### src/rtl/fetch_unit_pkg.sv
// Shared definitions for the instruction-fetch stage: jump codes and reset PC.
// Latency: n/a (types and constants only).
// Backpressure: n/a.
package fetch_unit_pkg;

    // Jump codes driven by the controller; codes 5..7 are unused and act as none
    typedef enum logic [2:0] {
        JUMP_NONE = 3'b000,
        JUMP_J    = 3'b001,
        JUMP_JAL  = 3'b010,
        JUMP_JR   = 3'b011,
        JUMP_JALR = 3'b100
    } jump_e;

    localparam logic [31:0] PC_RESET_DEFAULT = 32'h0000_3000;

    // Branch displacement: signed 16-bit word offset turned into a byte offset
    function automatic logic [31:0] branch_offset(input logic [15:0] imm);
        return {{14{imm[15]}}, imm, 2'b00};
    endfunction

endpackage

### src/rtl/fetch_unit_npc.sv
// Next-PC selector: jump > register jump > taken branch > sequential.
// Latency: purely combinational, zero cycles.
// Backpressure: none; the caller decides when to use the result.
module fetch_unit_npc
    import fetch_unit_pkg::*;
(
    input  logic [31:0] pc,
    input  logic [31:0] instr,
    input  logic [31:0] rs_data,
    input  logic [2:0]  jump,
    input  logic        ValidBr,
    output logic [31:0] npc,
    output logic        misalign
);

    // Opcode bits are not needed to form any target
    logic w_unused_opcode;
    assign w_unused_opcode = ^instr[31:26];

    // Select the next PC; unused jump codes fall through to branch/sequential
    always_comb begin
        npc      = pc + 32'd4;
        misalign = 1'b0;
        case (jump)
            JUMP_J, JUMP_JAL: begin
                npc = {pc[31:28], instr[25:0], 2'b00};
            end
            JUMP_JR, JUMP_JALR: begin
                npc      = {rs_data[31:2], 2'b00};
                misalign = |rs_data[1:0];
            end
            default: begin
                if (ValidBr) begin
                    npc = pc + branch_offset(instr[15:0]);
                end
            end
        endcase
    end

endmodule

### src/rtl/fetch_unit.sv
// Fetch stage: PC, IR, fetch counter and sticky misaligned-target flag.
// Latency: registers update on the same edge as their enable; im_addr/link follow pc combinationally.
// Backpressure: none; PCWr/IRWr from the controller are the only stalls.
module fetch_unit
    import fetch_unit_pkg::*;
#(
    parameter logic [31:0] PC_RESET = PC_RESET_DEFAULT,
    parameter int          IM_AW    = 10
)(
    input  logic             clk,
    input  logic             rst,
    input  logic             PCWr,
    input  logic             IRWr,
    input  logic             ValidBr,
    input  logic [2:0]       jump,
    input  logic [31:0]      rs_data,
    input  logic [31:0]      im_rdata,
    output logic [IM_AW-1:0] im_addr,
    output logic [31:0]      pc,
    output logic [31:0]      instr,
    output logic [31:0]      link,
    output logic [31:0]      instr_cnt,
    output logic             pc_err
);

    logic [31:0] r_pc;
    logic [31:0] r_instr;
    logic [31:0] r_cnt;
    logic        r_err;
    logic [31:0] w_npc;
    logic        w_misalign;

    fetch_unit_npc u_npc (
        .pc       (r_pc),
        .instr    (r_instr),
        .rs_data  (rs_data),
        .jump     (jump),
        .ValidBr  (ValidBr),
        .npc      (w_npc),
        .misalign (w_misalign)
    );

    // PC/IR/counter/flag update; reset wins over every enable on the same edge
    always_ff @(posedge clk) begin
        if (rst) begin
            r_pc    <= PC_RESET;
            r_instr <= 32'd0;
            r_cnt   <= 32'd0;
            r_err   <= 1'b0;
        end else begin
            if (PCWr) begin
                r_pc <= w_npc;
            end
            if (IRWr) begin
                r_instr <= im_rdata;
                r_cnt   <= r_cnt + 32'd1;
            end
            // Only a committed jr/jalr to a misaligned target raises the flag
            if (PCWr && w_misalign) begin
                r_err <= 1'b1;
            end
        end
    end

    assign pc        = r_pc;
    assign instr     = r_instr;
    assign instr_cnt = r_cnt;
    assign pc_err    = r_err;
    assign link      = r_pc;
    assign im_addr   = r_pc[IM_AW+1:2];

endmodule

### config.mk
export PLATFORM = sky130hd
export DESIGN_NAME = fetch_unit
export DESIGN_NICKNAME = d
export VERILOG_FILES = /design/src/rtl/fetch_unit_pkg.sv /design/src/rtl/fetch_unit_npc.sv /design/src/rtl/fetch_unit.sv
export SDC_FILE = /design/constraint.sdc
export NUM_CORES = 1
export LEC_CHECK = 0
export BUFFER_PORTS_ARGS = -buffer_cell sky130_fd_sc_hd__buf_2
export CAP_MARGIN = 10
export CELL_PAD_IN_SITES_DETAIL_PLACEMENT = 1
export CELL_PAD_IN_SITES_GLOBAL_PLACEMENT = 1
export CORE_UTILIZATION = 37
export CTS_BUF_LIST = sky130_fd_sc_hd__clkbuf_8 sky130_fd_sc_hd__clkbuf_16
export DETAILED_ROUTE_END_ITERATION = 12
export MAX_ROUTING_LAYER = met4
export PLACE_DENSITY = 0.91
export SETUP_SLACK_MARGIN = 0.3
export SYNTH_ARGS = -nofsm -noshare
export SYNTH_HDL_FRONTEND = slang
export SYNTH_HIERARCHICAL = 1
export SYNTH_SLANG_ARGS = --single-unit
### constraint.sdc
create_clock -name clk -period 3.94 [get_ports clk]
set_input_delay 0.394 -clock clk [delete_from_list [all_inputs] [get_ports clk]]
set_output_delay 0.394 -clock clk [all_outputs]
set_load 0.05 [all_outputs]
==> results of run 1 <==
cell type report:
cell class / count / area (um^2)
Antenna cell: 2 / 5.00
Clock buffer: 9 / 225
Clock inverter: 7 / 55.1
Fill cell: 2029 / 9110
Inverter: 12 / 45.0
Multi-Input combinational cell: 560 / 3780
Sequential cell: 97 / 1940
Tap cell: 220 / 275
Timing Repair Buffer: 215 / 1090
registers in the layout, indices dropped and copies added (netlist names):
name,count
link,32
pc_err,1
instr,32
instr_cnt,32
layer usage:
metal	wire, um	up-vias	part of all wire
met5	0	-	0
met4	471	0	0.024
met3	1080	34	0.055
met2	9790	209	0.50
met1	8420	2988	0.43
li1	-	2958	-
worst max path at each step:
stage	startpoint	endpoint	slack (ns)	cells past startpoint
finish	instr[0]	link[30]	0.75	14
global route	instr[0]	link[30]	0.44	14
CTS	instr[0]	link[30]	0.72	14
detailed placement	ValidBr	link[30]	0.54	15
global placement	ValidBr	link[30]	0.60	15
floorplan	instr[0]	link[30]	0.69	14
power by group through the flow:
stage	Clock [mW]	Sequential [mW]	Combinational, mW
6_report	0.860	1.09	0.683
2_1_floorplan	0	1.23	0.403
3_3_place_gp	0	1.11	0.663
4_1_cts	0.887	1.09	0.685
3_5_place_dp	0	1.11	0.680
5_1_grt	0.930	1.10	0.727
layout by cell type, fill, tap and decap left out, drive strengths merged, types with 9 or more instances in the layout:
cell    count
nand2      36
mux2i      74
dfxtp      97
or4        14
or3        13
nor2      103
nor4       16
o21ai      41
xor2       12
clkbuf      9
and3       11
nand4      18
and2       18
a22oi      26
inv        14
a21oi      34
nand3      19
xnor2      26
buf       215
ha         16
o31ai      13
nor3       15
kinds of logic after synthesis:
| kind of cell | count (synthesis) | synth area share |
|---|---|---|
| simple gates | 275 | 0.224 |
| compound gates | 155 | 0.170 |
| buf+inv | 100 | 0.0867 |
| mux | 75 | 0.121 |
| fa+ha+maj | 17 | 0.0352 |
| flops | 97 | 0.311 |
| xor+xnor | 38 | 0.0532 |
cells in the mapped netlist (4+ instances only):
library cell	n	area (um^2)
buf_1	4	15.0
and3_1	11	68.8
a22oi_1	26	195
a211oi_1	4	30.0
buf_4	42	315
xor2_1	12	105
xnor2_1	26	228
nor3_1	14	70.1
buf_2	7	35.0
inv_1	12	45.0
mux2i_1	74	741
nor2_1	103	387
nand4_1	17	106
nand2_1	36	135
dfxtp_1	97	1940
or4_1	13	97.6
or3_1	11	68.8
ha_1	16	200
o21ai_0	33	165
o31ai_1	13	97.6
nand3_1	18	90.1
o21ai_1	7	35.0
nor4_1	15	93.8
and2_1	18	113
clkbuf_1	35	131
o21a_1	4	30.0
a21oi_1	33	165
worst max-delay path, cell delays in order, from the launching register on:
cell and delay, ns:
dfxtp_1 0.39, nand2b_1 0.13, ha_1 0.19, inv_1 0.06, fa_1 0.40, nor2b_1 0.16
o31a_1 0.22, o311a_1 0.25, a2111oi_4 0.08, nor4_1 0.40, mux2_4 0.35, nand3_1 0.10
o311ai_2 0.10, mux2i_1 0.15, nor2_1 0.06
through the flow:
step	instance area (um^2)	total power, mW
floorplan	6250	1.64
global route	7420	2.75
detailed placement	7130	1.79
finish	7420	2.63
CTS	7410	2.66
global placement	7130	1.77
==> impl.org, run 1 <==
** Clock network
- The H-tree was split into 3 levels.
- Post-CTS setup-driven buffer insertion count :: 0
- No sink is reached through more buffers than the 2 on the longest clock path.
- Clock transition at path regs :: around 0.07 ns
- CTS sink count :: a little under 100
- Hold repair after CTS inserted 0 buffers.
- Later-pin clock latency in the skew report :: 0.35 ns
- In this run the clock root is driven by a clkbuf_16.
- Number of buffers created by CTS :: 9
- Post-cts sizing count :: 0
- TritonCTS built the clock tree.

** Global route
- Pin count of the biggest net entering global routing :: 98
- Routing layer with the top usage in global route :: met2
- Across every metal layer, demand over resource in global routing totals 0.235.
- For met1 alone, demand over resource in global routing was 0.277.
- In the global route stage, met3 resource usage came out at 0.0434.
- Global-route met2 utilization :: 0.398
- The first global-routing pass estimated ~32000 um of wire.
- The number of antenna violations at the first check in global routing was 2.
- Global-route congestion overflow total :: 0
- The number of global-route vias before repair is about 6200.

** STA
- Upper clock frequency limit :: around 0.31 GHz
- Final hold violations :: 0
- Setup repair after global routing missed its margin :: false
- In the post-route analysis, the smallest setup slack over all paths is about 0.75 ns.
- Headroom to the max-slew limit came out at 0.305.
- Setup violations remaining at the end of the flow were counted as 0.
- Final clock skew :: 0.00460 ns
- Worst slack on hold paths :: ~0.27 ns
- Of the available clock period, the critical path in the final layout requires 0.809.
- Time the final worst path needs with I/O delays and setup :: around 3.2 ns
- For the final routed database, the setup TNS stands at 0 ns.
- For the pin with the worst max-slew slack, the measured transition is 1.04 ns.
- Max-slew violation count :: 0

** Placed design
- OpenSTA, run right after detailed placement, puts the worst setup slack at roughly 0.54 ns.
- The congestion estimate from routability-driven global placement came to ~0.89.
- After detailed placement, the design holds a cell count of about 1100.
- IO Port Bufs :: 210
- Sum of net half-perimeters after detailed placement :: ~15000 um

** Cells and area
- Relative to the synthesized area, the layout overhead comes to 18.6%.
- Final core occ :: 0.449
- Fin nets :: roughly 980
- Non-filler instance count after layout :: 1122
- Fraction of layout instances using a drive strength above 1 :: 0.282

** Power and ir drop
- Internal power summed over all cells :: 1.66 mW
- The share of total power dissipated in the clock network is 0.327.
- Share of total power in combinational logic :: 0.260
- Of the total power, registers draw 0.414.
- In this run the power density over the cells is 355 mW/mm^2.
- For this design the total switching power over the nets is between 0.9 and 1 mW.
- Of the total power, the share spent switching nets is 0.370.
- Across the VDD grid, the largest voltage drop is approximately 0.00021 V.
- Leakage power total :: 3.41 nW

** Die
- Die outline height :: between 100 and 150 um
- The die covers between 0.015 and 0.02 mm^2.
- In this run the standard cell core region covers about 0.017 mm^2.
- In this run the count of I/O pins placed on the die edge is approximately 210.
- The die is roughly 130 um wide.
- Starting density of the core :: 0.378
- The floorplan has 47 rows.

** Route
- For this block, the routed nets add up to just under 20000 um of wire.
- WL/cell :: ~18 um
- The detailed router finished its first iteration with roughly 300 violations.
- Per-cell via count in the routed design :: ~5.5
- The first TritonRoute pass finished after 5 iterations.
- The detailed router placed 6189 vias in this run.
- Detailed-route DRC error count :: 0
- Post-DRT Antenna Nets :: 0

** Min path
- Number of stages on the worst hold path :: 3
- The tightest min-delay check is of the in -> reg type.
- HP Start :: im_rdata[9]
- End of the worst hold path :: instr[9]

** Worst setup path
- Worst setup SP type :: flop
- CP Data Arrival Time :: approximately 3.4 ns
- The worst setup path is of the reg -> reg kind.
- STA puts the critical path data required time at roughly 4.1 ns.
- For flop-to-flop paths, the worst setup slack is between 0.7 and 0.8 ns.
- Launching point of the worst reg2reg path :: instr[0]
- Of all nets on the critical path, the largest fanout is 4.
- Destination of the worst register-to-register timing path :: link[30]
- Critical path capture point type :: flop
- Register-to-Register Path Depth :: 14

** Yosys
- Counting every instance in the synthesized netlist gives between 700 and 800.
- In the synthesized netlist the async set-or-reset flop fraction comes to 0.
- Counting flops and latches in the post-synthesis netlist gives 97.
- Yosys warnings :: 6
- Portion of the post-synthesis area used by sequential elements :: 0.311
- Summed instance area of the synthesized netlist :: roughly 0.0063 mm^2
- After synthesis, the netlist uses 62 different library cells.
- Number of nets in the synthesized netlist :: 846
- Average instance area after synthesis :: ~8.3 um^2
- Count of flip-flops with a built-in enable after synthesis :: 0
- Dominant register cell in the synthesized netlist :: dfxtp_1

** Flow run
- Max-cap violations in this run came to 0.

** Status
- The run finished with clean final reports.
Note: power is estimated with default switching activity, not from simulation.
==> run 2, diff against run 1 <==
- ABC_AREA: default -> 1
- CORE_UTILIZATION: 37 -> 36
- PLACE_DENSITY: 0.91 -> 0.92
- clock period: 3.94 -> 3.2 ns (I/O delays scaled with it)
==> run 2 against run 1 <==
Critical path type unchanged; total power is 36% higher; global-route usage is 3.9 points higher; clock skew grew 0.0082 ns; highest routed layer unchanged; final cell count is 46% higher; synthesized cell count up 60%; synthesized area rose by 16%; sequential power rose by 25%; clock power up 30%; critical path depth grew 3.
==> impl.org, run 2 <==
** Yosys
- Dominant register cell in the synthesized netlist :: dfxtp_1
- The number of enable-type register cells in the synthesized netlist is 0 (unchanged).
- The fraction of synthesized cell area taken by the top area cell type is 0.268 (-0.0426).
- Cell taking the most area after synthesis :: dfxtp_1
- Ranked by total cell area, the synthesized netlist is headed by dfxtp_1, nand2_1, nor2_1.
- The number of different library cells in the post-synthesis netlist came to 38 (-39%).
- #FFs+latches synth :: 97 (unchanged)
- The mean post-synth cell area is 5.99 um^2 (-27%).
- Post-synth ARST share :: 0 (unchanged)
- The sequential element share of the synthesized area came to 0.268 (-0.0426).
- The number of standard cells after synthesis came to 1209 (+60%).
- List of most frequent post-synthesis cells :: nand2_1, nor2_1, inv_1
- Yosys warnings :: 6 (unchanged)
- Leading cell type by number of instances after synthesis :: nand2_1
- The cell area after technology mapping is 0.00725 mm^2 (+16%).
- Number of nets in the synthesized netlist :: 1298 (+53%)

** Power and ir drop
- Leakage power total :: 4.46 nW (+31%)
- The net load switching power is 1.46 mW (+50%).
- Share of total power in combinational logic :: 0.307 (+0.047)
- Worst ir drop on vdd :: 0.000300 V (+44%)
- The total internal power was 2.12 mW (+28%).
- The sequential power share is 0.379 (-0.035).
- The power per cell area is 421 mW/mm^2 (+19%).
- Switching part of the total :: 0.407 (+0.0371)
- The fraction of power consumed by the clock network is 0.314 (-0.013).

** STA
- Worst relative slew slack :: 0.436 (+0.131)
- Final clock skew :: 0.0128 ns (+0.00815 ns)
- Worst slew pin tran :: 0.846 ns (-0.197 ns)
- Max-slew violation count :: 0 (unchanged)
- The final-report setup violation count was 0 (unchanged).
- Final hold violations :: 0 (unchanged)
- Upper clock frequency limit :: 0.395 GHz (+26%)
- The shortest period the worst path allows was 2.53 ns (-0.656 ns).
- Setup repair after global routing missed its margin :: false
- The portion of the clock cycle consumed by the worst path in the final layout was 0.791 (-0.0178).
- The total negative setup slack was 0 ns (unchanged).

** Flow run
- Maxcap violations :: 0 (unchanged)

** Die
- Die outline height :: 144 um (+9.0%)
- Core region area :: 0.0196 mm^2 (+19%)
- Die extent in x :: 144 um (+9.0%)
- Starting density of the core :: 0.370 (-0.00843)
- The number of standard-cell rows in the floorplan is 51 (+8.5%).
- The area of the die is 0.0207 mm^2 (+19%).
- The top-level port count came to 211 (unchanged).

** Worst setup path
- The most critical setup path has its startpoint at link[2].
- End of the critical path :: link[24]
- The arrival time at the worst endpoint was 2.79 ns (-0.60 ns).
- In this run the critical register-to-register path is launched from link[2].
- The required time at the endpoint of the critical path was 3.46 ns (-0.68 ns).
- Critical path capture point type :: flop
- Reg-to-reg setup timing slack :: 0.67 ns (-0.08 ns)
- CP Max Fanout :: 5 (+1)
- Destination of the worst register-to-register timing path :: link[24]
- Worst setup SP type :: flop
- Register-to-Register Path Depth :: 17 (+3)
- The worst setup path is of the reg -> reg kind.

** Clock network
- The root buffer cell chosen for the clock tree is clkbuf_16.
- The clock sink count came to 97 (unchanged).
- Number of buffers created by CTS :: 9 (unchanged)
- TritonCTS built the clock tree.
- H-tree Lvls :: 3 (unchanged)
- Clock transition at path regs :: 0.08 ns (about the same)
- The quantity of hold-fixing buffers added after cts was 0 (unchanged).
- The buffer levels on the longest clock path was 2 (unchanged).
- The worst-skew pair later-pin latency was 0.36 ns (about the same).
- Post-CTS setup-driven buffer insertion count :: 0 (unchanged)
- Post-cts sizing count :: 0 (unchanged)

** Route
- Detailed-route wire length :: 27200 um (+37%)
- The count of vias placed by the detailed router was 8453 (+37%).
- Detailed-route DRC error count :: 0 (unchanged)
- WL/cell :: 16.6 um (-5.7%)
- Count of TritonRoute iterations in the first routing pass :: 5 (unchanged)
- The DRC violation total after the first TritonRoute iteration was 362 (+24%).
- Post-DRT Antenna Nets :: 0 (unchanged)
- The post-detailed-route via-to-cell ratio is 5.17 (-6.3%).

** Global route
- Via count of the first global-routing pass :: 8573 (+37%)
- Global-route congestion overflow total :: 0 (unchanged)
- All-layer global routing usage :: 0.275 (+0.0393)
- Pin count of the biggest net entering global routing :: 85 (-13%)
- The number of antenna violations at the first check in global routing is 4 (+2).
- Global-route wire length before repair :: 43000 um (+33%)

** Cells and area
- Final design area excluding fillers :: 0.00851 mm^2 (+15%)
- The fraction of layout cells with a size suffix above 1 was 0.226 (-0.0560).
- Most common cell after layout, fill and taps aside :: nand2_1
- Most frequent cells in the layout :: nand2_1, nor2_1, buf_2
- Signed area change from the synthesized netlist to the final layout :: 17.4%
- Fin nets :: 1450 (+47%)

** Placed design
- Sum of net half-perimeters after detailed placement :: 20600 um (+41%)
- The number of port buffers was 210 (unchanged).
- The area of placed instances is 0.00821 mm^2 (+15%).
- Placer congestion estimate :: 0.942 (+5.6%)

** Status
- The run finished with clean final reports.

** Min path
- The worst hold path belongs to the class in -> reg.
-- run 2: changes by cell type in the layout (fill, tap and decap cells not counted), moves of 13 or more --
cell,before,now
mux2i_1,74,0
or4_1,13,0
o21ai_0,33,87
nor4_1,15,0
nand2_2,0,22
nor2_1,102,230
inv_1,12,141
nand2_1,36,293
and2_1,18,1
o31ai_1,13,0
xnor2_1,26,3
nand3_1,18,92
a22oi_1,26,0
nor2_2,1,19
-- run 2: cell type report --
| class | instances | area [um^2] |
|---|---|---|
| clock buffers | 11 | 253 |
| repair buffers | 221 | 1130 |
| flip-flops and latches | 97 | 1940 |
| multi-input cells | 883 | 4240 |
| inverters | 149 | 559 |
| fillers | 2773 | 11100 |
| well taps | 265 | 332 |
| diodes | 4 | 10.0 |
| clock inverters | 5 | 38.8 |
-- run 2: kinds of logic (layout without fill, tap and decap cells) --
logic type	Yosys count	count (layout)	share of synthesized area
xor gates and xnor gates	7	7	0.00846
AOI/OAI and AO/OA	148	148	0.112
DFF	97	97	0.268
other	0	4	0
and+or+nand+nor	711	711	0.434
adders and majority gates	17	17	0.0304
buffers and inverters	229	386	0.147
-- run 2: per-stage QoR --
step / hold WS [ns] / util / setup slack, ns / std cells / power, mW
finish: 0.180 / 0.434 / 0.668 / 1635 / 3.58
CTS: 0.178 / 0.434 / 0.720 / 1631 / 3.60
global placement: 0.444 / 0.419 / 0.649 / 1615 / 2.44
detailed placement: 0.466 / 0.419 / 0.556 / 1615 / 2.47
global route: 0.194 / 0.434 / 0.444 / 1635 / 3.73
floorplan: 0.398 / - / 0.729 / 1209 / 2.22
-- run 2: critical path, stage by stage, from the launching register on --
cell	delay [ns]
dfxtp_1	0.47
ha_1	0.24
inv_1	0.06
fa_1	0.39
inv_1	0.11
nand3_1	0.08
nand3_1	0.17
nand2_1	0.08
nand2_1	0.13
nand2_1	0.07
nand2_1	0.12
nand2_1	0.06
nand2_1	0.10
nand2_1	0.06
nand2_1	0.06
o21bai_1	0.07
nor2_1	0.10
nor2_1	0.05
-- run 2: layer usage --
layer / track usage / part of all wire
met4: 0.130 / 0.035
met5: - / 0
met3: 0.0377 / 0.044
met1: 0.312 / 0.42
met2: 0.474 / 0.50
-- run 2: worst min path at each step --
stage	slack [ns]	from	cells past startpoint	end
finish	0.18	im_rdata[15]	3	instr[15]
global route	0.19	im_rdata[6]	3	instr[6]
CTS	0.18	im_rdata[15]	3	instr[15]
detailed placement	0.47	pc_err	2	pc_err
floorplan	0.40	rst	1	instr_cnt[5]
global placement	0.44	pc_err	2	pc_err
-- run 2: power groups by stage --
| stage | Combinational, mW | Sequential, mW | Clock, mW |
|---|---|---|---|
| 2_1_floorplan | 0.641 | 1.58 | 0 |
| 3_3_place_gp | 1.06 | 1.38 | 0 |
| 3_5_place_dp | 1.09 | 1.38 | 0 |
| 4_1_cts | 1.10 | 1.36 | 1.15 |
| 5_1_grt | 1.18 | 1.37 | 1.18 |
| 6_report | 1.10 | 1.36 | 1.12 |
